$ cat config.mk
export PLATFORM = sky130hd
export DESIGN_NAME = imem_loader_flat
export DESIGN_NICKNAME = d
export VERILOG_FILES = /design/src/rtl/imem_loader_pkg.sv /design/src/rtl/imem_loader_if.sv /design/src/rtl/imem_loader_byte_packer.sv /design/src/rtl/imem_loader.sv /design/src/flat_wrapper.sv
export SDC_FILE = /design/constraint.sdc
export NUM_CORES = 1
export LEC_CHECK = 0
export CAP_MARGIN = 20
export CELL_PAD_IN_SITES_DETAIL_PLACEMENT = 0
export CELL_PAD_IN_SITES_GLOBAL_PLACEMENT = 2
export CORE_ASPECT_RATIO = 0.6
export CORE_MARGIN = 10
export CORE_UTILIZATION = 28
export DETAILED_ROUTE_END_ITERATION = 10
export PLACE_DENSITY_LB_ADDON = 0.1
export SETUP_SLACK_MARGIN = 0.15
export SYNTH_ARGS = -nofsm -noshare
export SYNTH_HDL_FRONTEND = slang
export SYNTH_HIERARCHICAL = 1
export SYNTH_SLANG_ARGS = --single-unit
$ cat constraint.sdc
create_clock -name clk -period 2.3 [get_ports clk]
set_input_delay 0.345 -clock clk [delete_from_list [all_inputs] [get_ports clk]]
set_output_delay 0.345 -clock clk [all_outputs]
set_load 0.03 [all_outputs]
$ cat src/rtl/imem_loader_pkg.sv
// Shared definitions for the instruction-memory boot loader.
package imem_loader_pkg;

  localparam int unsigned BYTES_PER_WORD = 4;
  localparam int unsigned BYTE_CNT_W     = 2;

  typedef enum logic [1:0] {
    ST_IDLE = 2'd0,
    ST_LOAD = 2'd1,
    ST_DONE = 2'd2
  } state_t;

endpackage

$ cat src/rtl/imem_loader_if.sv
// Byte stream in and instruction-memory write port out of the loader.
interface imem_loader_if #(
  parameter int unsigned ADDR_W = 8
);
  logic              s_valid;
  logic [7:0]        s_data;
  logic              s_ready;
  logic              we;
  logic [ADDR_W-1:0] waddr;
  logic [31:0]       wdata;

  modport master (output s_valid, s_data, input s_ready, we, waddr, wdata);
  modport slave  (input s_valid, s_data, output s_ready, we, waddr, wdata);
endinterface

$ cat src/rtl/imem_loader_byte_packer.sv
// Packs four little-endian bytes into a word; word_valid_c fires on the 4th byte.
module imem_loader_byte_packer
  import imem_loader_pkg::*;
(
  input  logic        clk,
  input  logic        clr,
  input  logic        in_valid,
  input  logic [7:0]  in_data,
  output logic        word_valid_c,
  output logic [31:0] word_c
);

  logic [BYTE_CNT_W-1:0] cnt_q;
  logic [23:0]           acc_q;

  // Byte 3 is never stored: it goes straight into the emitted word.
  always_ff @(posedge clk) begin
    if (clr) begin
      cnt_q <= '0;
      acc_q <= '0;
    end else if (in_valid) begin
      cnt_q <= cnt_q + BYTE_CNT_W'(1);
      case (cnt_q)
        2'd0:    acc_q[7:0]   <= in_data;
        2'd1:    acc_q[15:8]  <= in_data;
        2'd2:    acc_q[23:16] <= in_data;
        default: acc_q        <= acc_q;
      endcase
    end
  end

  assign word_valid_c = in_valid && (cnt_q == BYTE_CNT_W'(BYTES_PER_WORD - 1));
  assign word_c       = {in_data, acc_q};

endmodule

$ cat src/rtl/imem_loader.sv
// Boot loader: streams bytes into instruction memory and holds the core in reset meanwhile.
module imem_loader
  import imem_loader_pkg::*;
#(
  parameter int unsigned ADDR_W = 8
) (
  input  logic              clk,
  input  logic              rst,
  input  logic              start,
  input  logic [ADDR_W:0]   len,
  imem_loader_if.slave      bus,
  output logic              cpu_rst_n,
  output logic              busy,
  output logic              done,
  output logic              err
);

  localparam int unsigned       LEN_W   = ADDR_W + 1;
  localparam logic [LEN_W-1:0]  MAX_LEN = {1'b1, {ADDR_W{1'b0}}};

  state_t            state_q, state_d;
  logic [LEN_W-1:0]  len_q, len_d;
  logic [LEN_W-1:0]  words_q, words_d;
  logic              we_d, done_d, err_d, cpu_rst_n_d, busy_d;
  logic [ADDR_W-1:0] waddr_d;
  logic [31:0]       wdata_d;

  logic              start_ok_c, byte_fire_c, pk_clr_c, word_valid_c;
  logic [31:0]       word_c;

  assign start_ok_c  = (state_q == ST_IDLE) && start && (len != '0) && (len <= MAX_LEN);
  // words_q counts words fully received, so ready drops right after the final byte.
  assign bus.s_ready = (state_q == ST_LOAD) && (words_q != len_q);
  assign byte_fire_c = bus.s_valid && bus.s_ready;
  assign pk_clr_c    = rst || start_ok_c;

  imem_loader_byte_packer u_packer (
    .clk          (clk),
    .clr          (pk_clr_c),
    .in_valid     (byte_fire_c),
    .in_data      (bus.s_data),
    .word_valid_c (word_valid_c),
    .word_c       (word_c)
  );

  always_comb begin
    state_d = state_q;
    len_d   = len_q;
    words_d = words_q;
    we_d    = 1'b0;
    waddr_d = bus.waddr;
    wdata_d = bus.wdata;
    done_d  = 1'b0;
    err_d   = 1'b0;
    case (state_q)
      ST_IDLE: begin
        if (start_ok_c) begin
          state_d = ST_LOAD;
          len_d   = len;
          words_d = '0;
        end else if (start) begin
          err_d = 1'b1;
        end
      end
      ST_LOAD: begin
        if (word_valid_c) begin
          we_d    = 1'b1;
          waddr_d = words_q[ADDR_W-1:0];
          wdata_d = word_c;
          words_d = words_q + LEN_W'(1);
        end
        // Leave once the final word's write strobe is on the bus.
        if (bus.we && (words_q == len_q)) begin
          state_d = ST_DONE;
          done_d  = 1'b1;
        end
      end
      ST_DONE: state_d = ST_IDLE;
      default: state_d = ST_IDLE;
    endcase
    cpu_rst_n_d = (state_d == ST_IDLE);
    busy_d      = (state_d != ST_IDLE);
  end

  always_ff @(posedge clk) begin
    if (rst) begin
      state_q   <= ST_IDLE;
      len_q     <= '0;
      words_q   <= '0;
      bus.we    <= 1'b0;
      bus.waddr <= '0;
      bus.wdata <= '0;
      done      <= 1'b0;
      err       <= 1'b0;
      cpu_rst_n <= 1'b0;
      busy      <= 1'b0;
    end else begin
      state_q   <= state_d;
      len_q     <= len_d;
      words_q   <= words_d;
      bus.we    <= we_d;
      bus.waddr <= waddr_d;
      bus.wdata <= wdata_d;
      done      <= done_d;
      err       <= err_d;
      cpu_rst_n <= cpu_rst_n_d;
      busy      <= busy_d;
    end
  end

endmodule

$ cat src/flat_wrapper.sv
// flat-port wrapper written by rule: the top's interface ports become plain ports
module imem_loader_flat import imem_loader_pkg::*;
#(
  parameter int unsigned ADDR_W = 8
)
  (clk, rst, start, len, cpu_rst_n, busy, done, err, bus_s_valid, bus_s_data, bus_s_ready, bus_we, bus_waddr, bus_wdata);
  imem_loader_if #(.ADDR_W(ADDR_W)) bus_i ();
  input  logic clk;
  input  logic rst;
  input  logic start;
  input  logic [ADDR_W:0] len;
  output logic cpu_rst_n;
  output logic busy;
  output logic done;
  output logic err;
  input wire logic [$bits(bus_i.s_valid)-1:0] bus_s_valid;
  input wire logic [$bits(bus_i.s_data)-1:0] bus_s_data;
  output wire logic [$bits(bus_i.s_ready)-1:0] bus_s_ready;
  output wire logic [$bits(bus_i.we)-1:0] bus_we;
  output wire logic [$bits(bus_i.waddr)-1:0] bus_waddr;
  output wire logic [$bits(bus_i.wdata)-1:0] bus_wdata;
  assign bus_i.s_valid = bus_s_valid;
  assign bus_i.s_data = bus_s_data;
  assign bus_s_ready = bus_i.s_ready;
  assign bus_we = bus_i.we;
  assign bus_waddr = bus_i.waddr;
  assign bus_wdata = bus_i.wdata;
  imem_loader #(.ADDR_W(ADDR_W)) u_core (.clk(clk), .rst(rst), .start(start), .len(len), .bus(bus_i), .cpu_rst_n(cpu_rst_n), .busy(busy), .done(done), .err(err));
endmodule
== After elaboration in Yosys (flattened, before gate mapping) ==
Index checks and enable logic that the tools add are counted.

* Register bits: 91

* Equality and inequality tests: 8
* Bitwise logic cells: 2
* Multiplexer cells: 9
* $lt $le $gt $ge: 1
* Reductions and logical operators: 22
* Add/subtract/negate cells: 2

{| class="wikitable"
|+ Operators by type and width
! operator !! count
|-
| 9-bit two-way mux || 2
|-
| 9-bit one-hot mux with 2 select lines || 1
|-
| 2-bit AND reduction || 5
|-
| 9-bit by 1-bit adder with 9-bit output (second input constant) || 1
|-
| 9-bit == test || 1
|-
| 9-bit less-or-equal comparator (second input constant) || 1
|-
| 9-bit != test || 1
|-
| 9-bit nonzero test || 1
|-
| 1-bit logical AND || 7
|-
| 2-bit zero test || 3
|-
| 2-bit by 1-bit == test with 1-bit output (second input constant) || 2
|-
| 2-bit == test (second input constant) || 2
|-
| 2-bit two-way mux || 2
|-
| 2-bit one-hot mux with 2 select lines || 1
|-
| 2-bit nonzero test || 2
|-
| 1-bit two-way mux || 3
|-
| 3-bit AND reduction || 1
|-
| 3-bit OR reduction || 1
|-
| 2-bit by 1-bit adder with 2-bit output (second input constant) || 1
|-
| 2-bit by 1-bit != test with 1-bit output (second input constant) || 1
|-
| 2-bit != test (second input constant) || 1
|-
| 1-bit NOT || 2
|-
| 2-bit OR reduction || 1
|-
| 1-bit logical OR || 1
|}

== Depth between registers and ports, before layout ==
* Word-level depth: 7
* Mapped depth: 13
* Gate-level depth less buffers: 10

== Cells and area by module ==
The synthesis kept the hierarchy.

{| class="wikitable"
|+ Modules (own cells, without submodules)
! module !! cells an instance !! area each (um2) !! times used
|-
| imem_loader || 306 || 2,483.6 || 1
|-
| imem_loader_byte_packer || 109 || 1,168.6 || 1
|}

== Worst setup path after synthesis ==
OpenSTA, ideal clock, no wires.

* Path kind: flip-flop to flip-flop
* From: register u_core.words_q[2]
* To: register u_core.bus.wdata[18]
* Setup slack: -0.490 ns
* Data arrival time: 2.720 ns
* Cell stages (with the launch flop): 14
* Setup time: 0.070 ns
* Data required time: 2.230 ns
* Clock period less this slack: 2.790 ns
* Buffers on the path: 4
* Path through: dfxtp_1 -> clkbuf_1 -> xnor2_1 -> nand3_1 -> nor4_1 -> nor2_1 -> and2_1 -> buf_6 -> and2_2 -> nand2_1 -> clkbuf_1 -> clkbuf_1 -> nand2_1 -> a21oi_1

* Cells in the longest elaborated chain, start to end: 5

{| class="wikitable"
|+ Ends and longest elaborated chain
! element !! line !! source
|-
| start: declaration || imem_loader.sv:23 || <nowiki>logic [LEN_W-1:0] words_q, words_d;</nowiki>
|-
| start signal: assignment || imem_loader.sv:100 || <nowiki>words_q <= words_d;</nowiki>
|-
| 9-bit != test || imem_loader.sv:33 || <nowiki>assign bus.s_ready = (state_q == ST_LOAD) && (words_q != len_q);</nowiki>
|-
| 1-bit logical AND || imem_loader.sv:33 ||
|-
| via bus_s_ready || flat_wrapper.sv:18 || <nowiki>output wire logic [$bits(bus_i.s_ready)-1:0] bus_s_ready;</nowiki>
|-
| 1-bit logical AND || imem_loader.sv:34 || <nowiki>assign byte_fire_c = bus.s_valid && bus.s_ready;</nowiki>
|-
| via u_core.byte_fire_c || imem_loader.sv:28 || <nowiki>logic start_ok_c, byte_fire_c, pk_clr_c, word_valid_c;</nowiki>
|-
| 1-bit logical AND || imem_loader_byte_packer.sv:32 || <nowiki>assign word_valid_c = in_valid && (cnt_q == BYTE_CNT_W'(BYTES_PER_WORD - 1));</nowiki>
|-
| via u_core.word_valid_c || imem_loader.sv:28 ||
|-
| 2-bit AND reduction (no line) || -- ||
|-
| end signal: assignment || imem_loader.sv:103 || <nowiki>bus.wdata <= wdata_d;</nowiki>
|-
| end: declaration || imem_loader_if.sv:13 || <nowiki>modport slave (input s_valid, s_data, output s_ready, we, waddr, wdata);</nowiki>
|}

The timed path passes the listed nets, and every way through them passes these cells.
A chain may end at the register's enable or synchronous reset.

== Final worst setup path ==
* From: register u_core.words_q[8]
* To: register u_core.bus.wdata[23]

* Cells in the longest elaborated chain, start to end: 5

{| class="wikitable"
|+ Ends and longest elaborated chain
! element !! line
|-
| 9-bit != test || imem_loader.sv:33
|-
| 1-bit logical AND || imem_loader.sv:33
|-
| 1-bit logical AND || imem_loader.sv:34
|-
| via u_core.byte_fire_c || imem_loader.sv:28
|-
| 1-bit logical AND || imem_loader_byte_packer.sv:32
|-
| via u_core.word_valid_c || imem_loader.sv:28
|-
| 2-bit AND reduction (no line) || --
|}

The timed path passes the listed nets, and every way through them passes these cells.

==> key figures <==
Pwr
  – Comb pwr share: 6.9%
  – Sequential share of power: 48.1%
  – Pwr dens: 668 nW/µm²
  – Worst-case vdd ir drop: 305 µV
  – Psw: 0.000780 W
  – Total power: 0.00333 W
  – P_int: 0.00255 W
  – Clock power share: 45.0%
  – Static leakage: 1.83 nW
  – Sw frac: between 20% and 30%

Clocking
  – Clk sink count: slightly above 90
  – CTS tree: yes
  – H-tree Lvls: 3
  – Cts bufs inserted: 9
  – CTS Buffer Depth: 2
  – Skew-Pair Late Insertion Delay: 0.34 ns
  – Post-cts hold buffer count: 0
  – CTS clk-pin slew, worst paths: 0.07 ns
  – Root Buffer: clkbuf_16

Global routing
  – Global route total overflow: 0
  – Largest net degree at the start of global routing: 57
  – Vias in the first global route: 2958
  – First-pass GRT wire length: around 17000 µm
  – Antenna violations before repair: 0
  – Tot GR Track Use: a little under an eighth

STA
  – Worst slew pin tran: 0.775 ns
  – Max Transition Viols Final: 0
  – Final TNS setup: 0 ns
  – Final setup viols: 0
  – Final Hold Fails: 0
  – Crit share post-route: 89.0%
  – Final Critical Period: 2.05 ns
  – Layout Skew: around 0.0076 ns
  – Rel. slew slack: about 48%
  – Max Freq: 489 MHz
  – Fin worst setup slack: 0.253 ns
  – RSZ-0062 raised after global routing: true

Place
  – PortBufs: 66
  – Placer Congestion: slightly below 0.8
  – DP Area: 4650 µm²
  – DP HPWL: 7580 µm
  – Worst slack at placement: -0.00925 ns
  – Placed Cells: 645

Setup path
  – CP arrival: 2.25 ns
  – Worst Setup Path Type: reg2reg
  – Reg2Reg Setup Slack: ~0.25 ns
  – R2r worst-path depth: 9
  – Worst path cell trace: xnor2_1, nand4_1, nor4_4, nor2_4, and2_4, and2_4, and2_2, nand2_1, a21oi_1
  – Setup crit start: u_core/words_q[8]
  – Most used cell, CP: and2_4
  – Crit path required time: around 2.5 ns
  – R2r startpoint: u_core/words_q[8]
  – Crit path max fanout: 11
  – Crit path largest cell delay: around 0.41 ns
  – Reg2Reg Capture Point: u_core/bus.wdata[23]
  – Crit path to: u_core/bus.wdata[23]
  – CP Capture Type: register
  – Startpoint Class: register
  – CP max-delay cell: nor4_4

Synthesis
  – Netlist cell types: 37
  – Main synth FF type: dfxtp_1
  – Mux cell area share after synthesis: between 6 and 7%
  – Syn Area/Cell: 8.80 µm²
  – Adder-cell share of the synthesized area: 1.71%
  – Seq/Total Area, Yosys: 49.9%
  – Main combinational cell family by area after synthesis: simple AND/OR/NAND/NOR gates
  – Post-Synthesis Cell Area: 3650 µm²
  – Ys async rst share: 0%
  – Syn Inst Count: 415
  – Simple-gate area share of the yosys netlist: 23.1%
  – Yosys Warn Count: 6
  – FF+latch count, synth: 91
  – EDFF count, synth: 0
  – Post-synthesis compound-gate area fraction: 9.46%
  – Syn_nets: 441
  – Synth Area in XOR/XNOR: 3.84%

Cells and area
  – Area grow syn2layout: 36.5%
  – Multi-input combinational cell area: 1710 µm²
  – Non-Filler Instances: 664
  – Sequential cell area: 1830 µm²
  – Fillers: around 1300
  – Commonest cells after routing, fill and taps aside: nand2_1, dfxtp_1, clkdlybuf4s50_1, a21oi_1, nand2b_1
  – Most common cell after layout, fill and taps aside: nand2_1
  – Share of cells above drive strength 1: 13.8%
  – Antenna diode count: 0
  – Nets: 515
  – Final Instance Area: 4990 µm²

Status
  – Status: completed

Die
  – FP Rows: 32
  – Die height: 108 µm
  – CORE AREA: roughly 13000 µm²
  – Num ports: 67
  – Initial Utilization: approximately 29%
  – Die area: 18200 µm²
  – Die Width: 167 µm

Routing
  – Vias: 2927
  – Drt via density: 4.41
  – Drt drc: 0
  – Remaining antenna violation count: 0
  – Wirelength per Cell: 16.0 µm
  – Pre-antenna DRT Iters: 4
  – Starting DRT DRC Count: 115
  – WL final: about 11000 µm

Hold path
  – Worst min path class: in2reg

Flow run
  – Max_cap viols: 0
repair_timing:
item,in CTS,in global routing
gates cloned,1,1
resized for setup,5,8
setup endpoints to repair,35,39
pin swaps,1,2
setup buffers,1,0
synth_stat cells, types with 2 or more instances:
library cell  count  area share, %
xor2_1            5            1.2
nand2b_1         34            5.8
nor2_1           13            1.3
ha_1              5            1.7
a31oi_1           2           0.34
clkbuf_1         19            2.0
a21oi_1          53            7.3
nand3_1           4           0.55
nor4_2            2           0.69
buf_2             2           0.27
buf_4             8            1.6
nand2_2           2           0.34
xnor2_1          11            2.6
buf_6             3           0.92
dfxtp_1          91             50
nand4_1           6            1.0
mux2i_1          25            6.9
and2_1            3           0.51
nand2_1         105             11
inv_1             3           0.31
nor3_1            2           0.27
and2_4            2           0.48
final cells by class:
| cell class | instances | area share [%] |
|---|---|---|
| sequential | 91 | 36.7 |
| tap | 170 | 4.27 |
| inverter | 3 | 0.226 |
| clock inverter | 7 | 1.53 |
| timing repair buffer | 94 | 18.5 |
| multi-input combinational | 290 | 34.3 |
| clock buffer | 9 | 4.52 |
power by group through the flow:
stage	sequential [W]	combinational (W)	clock [W]
CTS	0.00160	0.000233	0.00155
finish	0.00160	0.000230	0.00150
global placement	0.00164	0.000225	0
floorplan	0.00164	0.000119	0
detailed placement	0.00164	0.000226	0
global route	0.00160	0.000251	0.00162
logic make-up (layout without fill, tap and decap cells):
kind of cell	Yosys count	in the layout
AOI/OAI and AO/OA	63	63
and+or+nand+nor	179	181
buffers and inverters	36	113
muxes	25	25
xor gates and xnor gates	16	16
DFF	91	91
adders and majority gates	5	5
how the worst min path moves through the flow:
stage | start | to | slack (ns) | cells after the start
after global placement | u_core/bus.wdata[7] | u_core/bus.wdata[7] | 0.44 | 2
after floorplan | u_core/u_packer/acc_q[0] | u_core/bus.wdata[0] | 0.43 | 2
after global routing | rst | u_core/words_q[7] | 0.36 | 4
after detailed placement | u_core/bus.waddr[6] | u_core/bus.waddr[6] | 0.45 | 2
after CTS | rst | u_core/words_q[7] | 0.33 | 4
final | rst | u_core/words_q[7] | 0.34 | 4
worst max-delay path, delay by kind of cell (launching register included):
family	cells	cell delay, ns
XOR/XNOR	1	0.16
AO/OA/AOI/OAI	1	0.07
AND/OR/NAND/NOR	7	1.34
flip-flops	1	0.34
flip-flops by register name (all words and copies together), names as in the netlist:
register,count
u_core/busy,1
u_core/u_packer/acc_q,24
u_core/bus.we,1
u_core/len_q,9
u_core/bus.waddr,8
u_core/done,1
u_core/cpu_rst_n,1
u_core/state_q,2
u_core/err,1
u_core/words_q,9
u_core/bus.wdata,32
u_core/u_packer/cnt_q,2
metal layers:
layer	track usage (%)	share of wire, %
met1	18.1	58
met2	14.2	34
met3	5.18	6.9
met4	3.34	0.99
met5	0	0
stage by stage:
step,utilization [%],hold WS (ns)
2_1_floorplan,-,0.432
3_3_place_gp,36.3,0.445
3_5_place_dp,36.3,0.447
4_1_cts,38.8,0.327
5_1_grt,38.9,0.356
6_report,38.9,0.335
No activity file was read; power rests on OpenSTA's default activity.
